**src/rtl/bank_wb_buffer_if.sv**
```systemverilog
// Bundle of the SRAM half-line input, AXI3 W output and status signals of the
// bank writeback buffer; slave is the buffer side, master is the driver side.
interface bank_wb_buffer_if #(
  parameter int DATA_WIDTH = 256,
  parameter int ID_WIDTH   = 8,
  parameter int DEPTH      = 2
);
  localparam int CW = $clog2(DEPTH) + 1;

  logic                    sc_wbb_valid_i;
  logic                    sc_wbb_ready_o;
  logic [DATA_WIDTH/2-1:0] sc_wbb_data_i;
  logic                    sc_wbb_offset_i;
  logic [5:0]              sc_wbb_set_way_i;
  logic                    wbb_axi3_wvalid_o;
  logic                    wbb_axi3_wready_i;
  logic [ID_WIDTH-1:0]     wbb_axi3_wid_o;
  logic [DATA_WIDTH-1:0]   wbb_axi3_wdata_o;
  logic [DATA_WIDTH/8-1:0] wbb_axi3_wstrb_o;
  logic                    wbb_axi3_wlast_o;
  logic [CW-1:0]           wbb_count_o;
  logic                    wbb_err_o;

  modport slave (
    input  sc_wbb_valid_i, sc_wbb_data_i, sc_wbb_offset_i, sc_wbb_set_way_i,
    input  wbb_axi3_wready_i,
    output sc_wbb_ready_o, wbb_axi3_wvalid_o, wbb_axi3_wid_o, wbb_axi3_wdata_o,
    output wbb_axi3_wstrb_o, wbb_axi3_wlast_o, wbb_count_o, wbb_err_o
  );

  modport master (
    output sc_wbb_valid_i, sc_wbb_data_i, sc_wbb_offset_i, sc_wbb_set_way_i,
    output wbb_axi3_wready_i,
    input  sc_wbb_ready_o, wbb_axi3_wvalid_o, wbb_axi3_wid_o, wbb_axi3_wdata_o,
    input  wbb_axi3_wstrb_o, wbb_axi3_wlast_o, wbb_count_o, wbb_err_o
  );
endinterface

```
**src/rtl/bank_wb_buffer.sv**
```systemverilog
// Bank writeback buffer: pairs two 128-bit victim halves into one 256-bit line,
// queues lines in a small FIFO and emits each as a single-beat AXI3 W transfer.
module bank_wb_buffer #(
  parameter int DATA_WIDTH = 256,
  parameter int ID_WIDTH   = 8,
  parameter int DEPTH      = 2
) (
  input  logic             clk_i,
  input  logic             rst_i,
  bank_wb_buffer_if.slave  bus
);
  localparam int HALF_W = DATA_WIDTH / 2;
  localparam int AW     = (DEPTH > 1) ? $clog2(DEPTH) : 1;
  localparam int CW     = $clog2(DEPTH) + 1;

  typedef enum logic {
    ST_IDLE = 1'b0,
    ST_HALF = 1'b1
  } state_t;

  state_t                r_state;
  state_t                w_next_state;
  logic [HALF_W-1:0]     r_hold_data;
  logic [5:0]            r_hold_sw;
  logic [DATA_WIDTH-1:0] r_mem_data [DEPTH];
  logic [5:0]            r_mem_sw   [DEPTH];
  logic [AW-1:0]         r_wptr;
  logic [AW-1:0]         r_rptr;
  logic [CW-1:0]         r_count;
  logic                  r_err;

  logic w_full;
  logic w_empty;
  logic w_ready;
  logic w_xfer;
  logic w_pop;
  logic w_push;
  logic w_hold_load;
  logic w_err;

  // Ready depends only on registered state, never on wready.
  assign w_full  = (r_count == CW'(DEPTH));
  assign w_empty = (r_count == {CW{1'b0}});
  assign w_ready = (r_state == ST_IDLE) | ~w_full;
  assign w_xfer  = bus.sc_wbb_valid_i & w_ready;
  assign w_pop   = ~w_empty & bus.wbb_axi3_wready_i;

  always_comb begin
    w_next_state = r_state;
    w_hold_load  = 1'b0;
    w_push       = 1'b0;
    w_err        = 1'b0;
    if (w_xfer) begin
      case (r_state)
        ST_IDLE: begin
          if (!bus.sc_wbb_offset_i) begin
            w_hold_load  = 1'b1;
            w_next_state = ST_HALF;
          end else begin
            w_err        = 1'b1;
            w_next_state = ST_IDLE;
          end
        end
        ST_HALF: begin
          if (!bus.sc_wbb_offset_i) begin
            w_hold_load  = 1'b1;
            w_err        = 1'b1;
            w_next_state = ST_HALF;
          end else if (bus.sc_wbb_set_way_i == r_hold_sw) begin
            w_push       = 1'b1;
            w_next_state = ST_IDLE;
          end else begin
            w_err        = 1'b1;
            w_next_state = ST_IDLE;
          end
        end
        default: begin
          w_next_state = ST_IDLE;
        end
      endcase
    end else begin
      w_next_state = r_state;
    end
  end

  always_ff @(posedge clk_i or posedge rst_i) begin
    if (rst_i) begin
      r_state <= ST_IDLE;
      r_err   <= 1'b0;
    end else begin
      r_state <= w_next_state;
      r_err   <= w_err;
    end
  end

  always_ff @(posedge clk_i or posedge rst_i) begin
    if (rst_i) begin
      r_hold_data <= {HALF_W{1'b0}};
      r_hold_sw   <= 6'h00;
    end else if (w_hold_load) begin
      r_hold_data <= bus.sc_wbb_data_i;
      r_hold_sw   <= bus.sc_wbb_set_way_i;
    end else begin
      r_hold_data <= r_hold_data;
      r_hold_sw   <= r_hold_sw;
    end
  end

  // Storage is cleared on reset so the idle W bus reads back as zero.
  always_ff @(posedge clk_i or posedge rst_i) begin
    if (rst_i) begin
      for (int i = 0; i < DEPTH; i++) begin
        r_mem_data[i] <= {DATA_WIDTH{1'b0}};
        r_mem_sw[i]   <= 6'h00;
      end
    end else if (w_push) begin
      r_mem_data[r_wptr] <= {bus.sc_wbb_data_i, r_hold_data};
      r_mem_sw[r_wptr]   <= r_hold_sw;
    end else begin
      r_mem_data[r_wptr] <= r_mem_data[r_wptr];
      r_mem_sw[r_wptr]   <= r_mem_sw[r_wptr];
    end
  end

  always_ff @(posedge clk_i or posedge rst_i) begin
    if (rst_i) begin
      r_wptr  <= {AW{1'b0}};
      r_rptr  <= {AW{1'b0}};
      r_count <= {CW{1'b0}};
    end else begin
      if (w_push) begin
        r_wptr <= r_wptr + AW'(1);
      end else begin
        r_wptr <= r_wptr;
      end
      if (w_pop) begin
        r_rptr <= r_rptr + AW'(1);
      end else begin
        r_rptr <= r_rptr;
      end
      case ({w_push, w_pop})
        2'b10:   r_count <= r_count + CW'(1);
        2'b01:   r_count <= r_count - CW'(1);
        default: r_count <= r_count;
      endcase
    end
  end

  assign bus.sc_wbb_ready_o    = w_ready;
  assign bus.wbb_axi3_wvalid_o = ~w_empty;
  assign bus.wbb_axi3_wdata_o  = r_mem_data[r_rptr];
  assign bus.wbb_axi3_wid_o    = {{(ID_WIDTH-6){1'b0}}, r_mem_sw[r_rptr]};
  assign bus.wbb_axi3_wstrb_o  = {(DATA_WIDTH/8){1'b1}};
  assign bus.wbb_axi3_wlast_o  = 1'b1;
  assign bus.wbb_count_o       = r_count;
  assign bus.wbb_err_o         = r_err;
endmodule

```
**src/flat_wrapper.sv**
```systemverilog
// flat-port wrapper written by rule: the top's interface ports become plain ports
module bank_wb_buffer_flat 
#(
  parameter int DATA_WIDTH = 256,
  parameter int ID_WIDTH   = 8,
  parameter int DEPTH      = 2
)
  (clk_i, rst_i, bus_sc_wbb_valid_i, bus_sc_wbb_data_i, bus_sc_wbb_offset_i, bus_sc_wbb_set_way_i, bus_wbb_axi3_wready_i, bus_sc_wbb_ready_o, bus_wbb_axi3_wvalid_o, bus_wbb_axi3_wid_o, bus_wbb_axi3_wdata_o, bus_wbb_axi3_wstrb_o, bus_wbb_axi3_wlast_o, bus_wbb_count_o, bus_wbb_err_o);
  bank_wb_buffer_if #(.DATA_WIDTH(DATA_WIDTH), .ID_WIDTH(ID_WIDTH), .DEPTH(DEPTH)) bus_i ();
  input  logic clk_i;
  input  logic rst_i;
  input wire logic [$bits(bus_i.sc_wbb_valid_i)-1:0] bus_sc_wbb_valid_i;
  input wire logic [$bits(bus_i.sc_wbb_data_i)-1:0] bus_sc_wbb_data_i;
  input wire logic [$bits(bus_i.sc_wbb_offset_i)-1:0] bus_sc_wbb_offset_i;
  input wire logic [$bits(bus_i.sc_wbb_set_way_i)-1:0] bus_sc_wbb_set_way_i;
  input wire logic [$bits(bus_i.wbb_axi3_wready_i)-1:0] bus_wbb_axi3_wready_i;
  output wire logic [$bits(bus_i.sc_wbb_ready_o)-1:0] bus_sc_wbb_ready_o;
  output wire logic [$bits(bus_i.wbb_axi3_wvalid_o)-1:0] bus_wbb_axi3_wvalid_o;
  output wire logic [$bits(bus_i.wbb_axi3_wid_o)-1:0] bus_wbb_axi3_wid_o;
  output wire logic [$bits(bus_i.wbb_axi3_wdata_o)-1:0] bus_wbb_axi3_wdata_o;
  output wire logic [$bits(bus_i.wbb_axi3_wstrb_o)-1:0] bus_wbb_axi3_wstrb_o;
  output wire logic [$bits(bus_i.wbb_axi3_wlast_o)-1:0] bus_wbb_axi3_wlast_o;
  output wire logic [$bits(bus_i.wbb_count_o)-1:0] bus_wbb_count_o;
  output wire logic [$bits(bus_i.wbb_err_o)-1:0] bus_wbb_err_o;
  assign bus_i.sc_wbb_valid_i = bus_sc_wbb_valid_i;
  assign bus_i.sc_wbb_data_i = bus_sc_wbb_data_i;
  assign bus_i.sc_wbb_offset_i = bus_sc_wbb_offset_i;
  assign bus_i.sc_wbb_set_way_i = bus_sc_wbb_set_way_i;
  assign bus_i.wbb_axi3_wready_i = bus_wbb_axi3_wready_i;
  assign bus_sc_wbb_ready_o = bus_i.sc_wbb_ready_o;
  assign bus_wbb_axi3_wvalid_o = bus_i.wbb_axi3_wvalid_o;
  assign bus_wbb_axi3_wid_o = bus_i.wbb_axi3_wid_o;
  assign bus_wbb_axi3_wdata_o = bus_i.wbb_axi3_wdata_o;
  assign bus_wbb_axi3_wstrb_o = bus_i.wbb_axi3_wstrb_o;
  assign bus_wbb_axi3_wlast_o = bus_i.wbb_axi3_wlast_o;
  assign bus_wbb_count_o = bus_i.wbb_count_o;
  assign bus_wbb_err_o = bus_i.wbb_err_o;
  bank_wb_buffer #(.DATA_WIDTH(DATA_WIDTH), .ID_WIDTH(ID_WIDTH), .DEPTH(DEPTH)) u_core (.clk_i(clk_i), .rst_i(rst_i), .bus(bus_i));
endmodule
```
**config.mk**
```make
export PLATFORM = sky130hd
export DESIGN_NAME = bank_wb_buffer_flat
export DESIGN_NICKNAME = d
export VERILOG_FILES = /design/src/rtl/bank_wb_buffer_if.sv /design/src/rtl/bank_wb_buffer.sv /design/src/flat_wrapper.sv
export SDC_FILE = /design/constraint.sdc
export NUM_CORES = 1
export LEC_CHECK = 0
export ABC_AREA = 1
export ABC_CLOCK_PERIOD_IN_PS = 26200
export BUFFER_PORTS_ARGS = -buffer_cell sky130_fd_sc_hd__buf_2
export CAP_MARGIN = 15
export CORE_MARGIN = 2
export CORE_UTILIZATION = 50
export DETAILED_ROUTE_END_ITERATION = 10
export GPL_ROUTABILITY_DRIVEN = 0
export GPL_TIMING_DRIVEN = 0
export PLACE_DENSITY = 0.73
export SLEW_MARGIN = 10
export SYNTH_ARGS = -nofsm -noshare
export SYNTH_HDL_FRONTEND = slang
export SYNTH_SLANG_ARGS = --single-unit
```
**constraint.sdc**
```tcl
create_clock -name clk_i -period 26.2 [get_ports clk_i]
set_input_delay 6.55 -clock clk_i [delete_from_list [all_inputs] [get_ports clk_i]]
set_output_delay 6.55 -clock clk_i [all_outputs]
set_load 0.005 [all_outputs]
```
==> results of run 1 <==
-- stage by stage --
stage	instances	cell area (sq um)	util [%]
after floorplan	3870	30510	-
after global placement	5057	33510	55.63
after detailed placement	5064	33700	55.95
after CTS	5193	36140	60.00
after global routing	5195	36160	60.02
final	5207	36190	60.07
-- cells in the mapped netlist --
library cell	count
nand3_2	1
xnor2_1	1
o21ai_1	28
nor2_2	1
buf_1	33
buf_2	95
conb_1	2
buf_6	9
a21oi_1	3
clkbuf_1	178
inv_1	141
inv_2	6
o21ai_0	107
dfrtp_1	664
buf_4	40
nand4_1	524
or2_1	1
ha_1	1
nand2_1	1992
nand3_1	3
xor2_1	2
nor2_1	5
-- worst paths after layout --
kind / start / to / slack [ps] / depth (start not counted)
worst max register to register: u_core.r_wptr$_DFFE_PP0N_ / u_core.r_mem_data[262]$_DFFE_PP0N_ / 23440 / 6
worst min-delay path: u_core.r_mem_data[222]$_DFFE_PP0P_ / u_core.r_mem_data[222]$_DFFE_PP0P_ / 470 / 2
max in group asynchronous: rst_i / u_core.r_mem_data[83]$_DFFE_PP0P_ / 18190 / 5
worst max-delay path: u_core.r_rptr$_DFFE_PP0P_ / bus_wbb_axi3_wdata_o[190] / 16060 / 7
min in group asynchronous: rst_i / u_core.r_mem_data[143]$_DFFE_PP0P_ / 5980 / 2
worst min register to register: u_core.r_mem_data[222]$_DFFE_PP0P_ / u_core.r_mem_data[222]$_DFFE_PP0P_ / 470 / 2
-- power breakdown --
group          internal (uW)  total [uW]  switching [uW]
combinational            162         686             524
sequential              1150        1240            89.4
clock                    630        1050             423
-- worst min-delay path, stage by stage (launching register included) --
cell and delay [ps]:
dfrtp_1 340, nand2_1 50, nand2_1 50
-- state kept, by name (all words and copies together) (netlist names) --
signal,flops
u_core.r_hold_data,128
u_core.bus.wbb_err_o,1
u_core.r_hold_sw,6
u_core.bus.wbb_count_o,2
u_core.r_mem_sw,12
u_core.r_state,1
u_core.r_mem_data,512
u_core.r_wptr,1
u_core.r_rptr,1
-- layout make-up --
type / count / area, sq um / share of cell area (%)
Antenna cell: 13 / 32.53 / 0.08988
Buffer: 355 / 1672 / 4.619
Clock buffer: 109 / 2163 / 5.977
Clock inverter: 20 / 276.5 / 0.7640
Inverter: 147 / 559.3 / 1.545
Multi-Input combinational cell: 2704 / 11670 / 32.25
Sequential cell: 664 / 16620 / 45.91
Tap cell: 782 / 978.4 / 2.703
Timing Repair Buffer: 413 / 2222 / 6.140
-- metal layers --
layer	share of wire (%)	vias to the layer above	GRT usage (%)
met5	0.060	-	0
met3	9.1	216	8.345
met1	41	13710	43.36
li1	-	13410	-
met4	3.8	10	12.87
met2	46	1198	50.29
-- cells in the final DEF (no fill, tap or decap), types with 6 or more instances in the layout --
cell	synthesis	final
inv_2	6	6
clkbuf_8	0	18
clkbuf_1	178	193
o21ai_1	28	28
nand2_1	1992	1992
bufinv_16	0	6
buf_4	40	40
conb_1	2	35
diode_2	0	13
nand4_1	524	524
o21ai_0	107	107
buf_1	33	33
buf_2	95	500
buf_16	0	6
clkinv_2	0	8
inv_1	141	140
buf_6	9	9
dfrtp_1	664	664
clkbuf_16	0	74
-- cell families after synthesis --
logic type	count (synthesis)
other cells	2
simple gates	2527
xor+xnor	3
buf+inv	502
flops	664
compound gates	138
fa+ha+maj	1
==> impl_metrics.tcl, run 1 <==
set metrics [dict create \
    finalHoldViolCount 0 \
    cpMostUsedCell "clkbuf_1" \
    hold_path.class "flip-flop to flip-flop" \
    clk_latency_ps 620 \
    fin_nets 4497 \
    grt_antenna_before_repair 19 \
    pin_count 441 \
    initial_core_util_pct 50.44 \
    synth.cell_area_sq_um 30390 \
    synth_cell_types 22 \
    tritoncts "yes" \
    drive_above_1_share_pct 15.41 \
    crit_slowest_cell "clkbuf_1" \
    cp.arrival_ps 3590 \
    synth_xor_area_share_pct 0.08647 \
    critPathCaptureType "primary output" \
    worst_slew_pin_slew_ps 1153 \
    rsz0062_at_grt "false" \
    path_cells "inv_1, clkbuf_1, clkbuf_1, clkbuf_1, nand2_1, nand2_1, buf_2" \
    crit_type "flip-flop to primary output" \
    clock-sinks 664 \
    fin_ws_ps 16060 \
    crit_fanout 10 \
    synth_top_family_by_area "simple AND/OR/NAND/NOR gates" \
    first_pass_iters 5 \
    maxSlewHeadroom_pct 23.15 \
    crit_path_max_incr_delay_ps 810 \
    max_freq_mhz 98.65 \
    via_count 28550 \
    maxCapViolations 0 \
    antenna_left 0 \
    hpwl_microns 70940 \
    synth.area.top_cells "dfrtp_1, nand2_1, nand4_1, clkbuf_1, o21ai_0" \
    yosys.area_share.simple_pct 35.58 \
    setup_violations 0 \
    synth_compound_gate_area_share_pct 2.273 \
    cts_buffer_depth 3 \
    irDropWorstVdd_uv 58.37 \
    drc 0 \
    cts.clk_slew.worst_paths_ps 60 \
    synth_top_area_share_pct 54.68 \
    numCtsBuffers 72 \
    coreArea_sq_um 60250 \
    tns_ps 0 \
    die_area_sq_um 62760 \
    finClkSkew_ps 20.16 \
    synth_mux_area_share_pct 0 \
    place_ws_ps 16740 \
    p_leak_uw 0.02117 \
    cp.required_ps 19650 \
    avgViaCountPerCell 5.482 \
    cts_max_level 3 \
    synthCells 3837 \
    fin_crit_ps 10140 \
    synth_seq_cells 664 \
    first_global_vias 27250 \
    yosys.area_share.adder_pct 0.04118 \
    critPathBufInv 5 \
    postCtsResizedCells 0 \
    fin_total_pwr_uw 2978 \
    drt_iter0_drc 3065 \
    areaGrowthSynthToFinish_pct 19.11 \
    finalWirelength_microns 101900 \
    syn_avg_cell_area_sq_um 7.919 \
    grt_usage_pct 32.30 \
    cellPowerDensity_nw_per_um2 82.29 \
    grt-ovfl-total 0 \
    cts_hold_buf 0 \
    min_period_over_period_pct 38.69 \
    netlist.top_cell.by_area "dfrtp_1" \
    critPathTopFamily "buffers and inverters" \
    grt_first_pass_wirelength_microns 156800 \
    report.final.slew_viol_count 0 \
    dieHeight_microns 250.5 \
    core.rowCount 90 \
    yosysWarnings 0 \
    cts-root-buf "clkbuf_16" \
    wl_per_cell_microns 19.56 \
    fill_cells 5458 \
    die_x_microns 250.5 \
    grt_max_degree 119 \
    outcome "complete, no violations" \
    port_buffers 405 \
    crit_path_start_kind "flip-flop" \
    synth_seq_area_share_pct 54.68 \
    whs_ps 468.7 \
    cts_setup_buffers 0 \
]
Note: power is estimated with default switching activity, not from simulation.
==> run 2: changes to the inputs <==
Settings changed: ABC_CLOCK_PERIOD_IN_PS 26200 to 8400.
Clock period 26.2 ns to 8.4 ns, I/O delays scaled along.
==> run 2 against run 1 <==
Worst setup slack lost 13000 ps. Global-route usage grew 0.30 points. Sequential share of layout area shrank 0.20 points. Critical path depth is the same. First-iteration DRC count is essentially flat. Register-to-register slack lost 18000 ps. Largest cell class unchanged. Combinational power grew to 3.1 times the previous value. Flip-flop and latch count is the same. Sequential power grew to 3.1 times the previous value.
==> impl_metrics.tcl, run 2 (synthesized netlist as in run 1, its figures left out) <==
set metrics [dict create \
    coreArea_sq_um 60250 \
    pin_count 441 \
    crit_slowest_cell "clkbuf_1" \
    crit_fanout 10 \
    hold_path.class "flip-flop to flip-flop" \
    largest-register "u_core.r_mem_data" \
    p_leak_uw 0.02123 \
    cts-root-buf "clkbuf_16" \
    crit_type "flip-flop to primary output" \
    die_x_microns 250.5 \
    core.rowCount 90 \
    final_cell_mix "nand2_1, dfrtp_1, nand4_1" \
    tritoncts "yes" \
    crit_path_start_kind "flip-flop" \
    fin_crit_ps 5774 \
    critPathCaptureType "primary output" \
    final_util_pct 60.34 \
    ff2ff_path_depth 6 \
    whs_ps 467.3 \
    cp.required_ps 6300 \
    rsz0062_at_grt "false" \
    grt_usage_pct 32.59 \
    areaGrowthSynthToFinish_pct 19.64 \
    first_global_vias 27620 \
    final_area_sq_um 36350 \
    post_dp_cell_area_sq_um 33960 \
    drive_above_1_share_pct 15.54 \
    finClkSkew_ps 10.06 \
    min_period_over_period_pct 68.74 \
    fill_cells 5433 \
    cts_hold_buf 0 \
    initial_core_util_pct 50.44 \
    cpMostUsedCell "clkbuf_1" \
    fin_nets 4510 \
    wl_per_cell_microns 19.64 \
    cellPowerDensity_nw_per_um2 254.5 \
    max_freq_mhz 173.2 \
    die_area_sq_um 62760 \
    top_layer "met5" \
    cts.clk_slew.worst_paths_ps 60 \
    dr_wl_met2_microns 47180 \
    dieHeight_microns 250.5 \
    port_buffers 405 \
    avgViaCountPerCell 5.510 \
    wl_met3_microns 9742 \
    maxSlewHeadroom_pct 14.00 \
    outcome "complete, no violations" \
    maxCapViolations 0 \
    worst_slew_pin_slew_ps 1290 \
    cts_setup_buffers 0 \
    timing.rr.end "u_core.r_mem_data[257]$_DFFE_PP0N_" \
    drc 0 \
    via_count 28720 \
    numCtsBuffers 71 \
    postCtsResizedCells 0 \
    final_common_cell "nand2_1" \
    startpoint "u_core.r_rptr$_DFFE_PP0P_" \
    finalWirelength_microns 102300 \
    grt_first_pass_wirelength_microns 158400 \
    first_pass_iters 6 \
    endpoint "bus_wbb_axi3_wdata_o[190]" \
    largest_reg_flops 512 \
    irDropWorstVdd_uv 153.8 \
    grt_antenna_before_repair 17 \
    cp.arrival_ps 3670 \
    hpwl_microns 72560 \
    cts_buffer_depth 3 \
    setup_violations 0 \
    grt-ovfl-total 0 \
    finalHoldViolCount 0 \
    setup.reg_to_reg.worst_slack_ps 5720 \
    grt_max_degree 39 \
    stdcell_count 5212 \
    timing.rr.start "u_core.r_wptr$_DFFE_PP0N_" \
    clk_latency_ps 600 \
    path_cells "inv_1, clkbuf_1, clkbuf_1, clkbuf_1, nand2_1, nand2_1, buf_2" \
    cts_max_level 3 \
    drt-met1-wl_microns 41940 \
    report.final.slew_viol_count 0 \
    place_inst 5078 \
    reg_top3 "u_core.r_mem_data: 512 flops, u_core.r_hold_data: 128 flops, u_core.r_mem_sw: 12 flops" \
    antenna_left 0 \
    crit_path_max_incr_delay_ps 850 \
    drt_iter0_drc 3066 \
    clock-sinks 664 \
]
run 2: layout make-up:
type	count	area, sq um	share of cell area, %
Buffer	355	1672	4.598
Multi-Input combinational cell	2704	11670	32.11
Sequential cell	664	16620	45.71
Tap cell	782	978.4	2.691
Inverter	147	555.5	1.528
Clock buffer	105	2077	5.713
Antenna cell	9	22.52	0.06195
Timing Repair Buffer	427	2477	6.815
Clock inverter	19	282.8	0.7778
run 2: how the worst min path moves through the flow:
stage                                       start                                  to  slack, ps  cells past startpoint
3_5_place_dp   u_core.r_mem_data[120]$_DFFE_PP0P_  u_core.r_mem_data[120]$_DFFE_PP0P_        460                      2
2_1_floorplan    u_core.r_mem_data[0]$_DFFE_PP0P_    u_core.r_mem_data[0]$_DFFE_PP0P_        440                      2
5_1_grt          u_core.r_mem_data[8]$_DFFE_PP0P_    u_core.r_mem_data[8]$_DFFE_PP0P_        480                      2
6_report       u_core.r_mem_data[332]$_DFFE_PP0N_  u_core.r_mem_data[332]$_DFFE_PP0N_        470                      2
4_1_cts         u_core.r_mem_data[29]$_DFFE_PP0P_   u_core.r_mem_data[29]$_DFFE_PP0P_        470                      2
3_3_place_gp   u_core.r_mem_data[182]$_DFFE_PP0P_  u_core.r_mem_data[182]$_DFFE_PP0P_        450                      2
run 2: stage by stage:
step	total power, uW	setup TNS, ps	setup WS (ps)
after floorplan	5044	-1844880	-2778
after global placement	5975	-4330110	-6612
after detailed placement	6025	0	3282
after CTS	9236	0	2624
after global routing	9653	0	2505
final	9250	0	2626
run 2: where the power goes:
group          internal, uW  total (uW)  leakage [uW]  switching, uW
registers              3590        3870       0.00901            284
clock network          1920        3230       0.00114           1310
logic                   516        2150        0.0111           1630
run 2: per-layer routing:
| layer | GRT usage, % | vias up |
|---|---|---|
| li1 | - | 13440 |
| met1 | 43.69 | 13810 |
| met2 | 51.30 | 1245 |
| met3 | 8.261 | 210 |
| met4 | 12.23 | 18 |
| met5 | 0 | - |
run 2: worst max-delay path, delay by kind of cell, from the launching register on:
family        cells  cell delay [ps]
buf+inv           5             2320
flops             1              370
simple gates      2              380
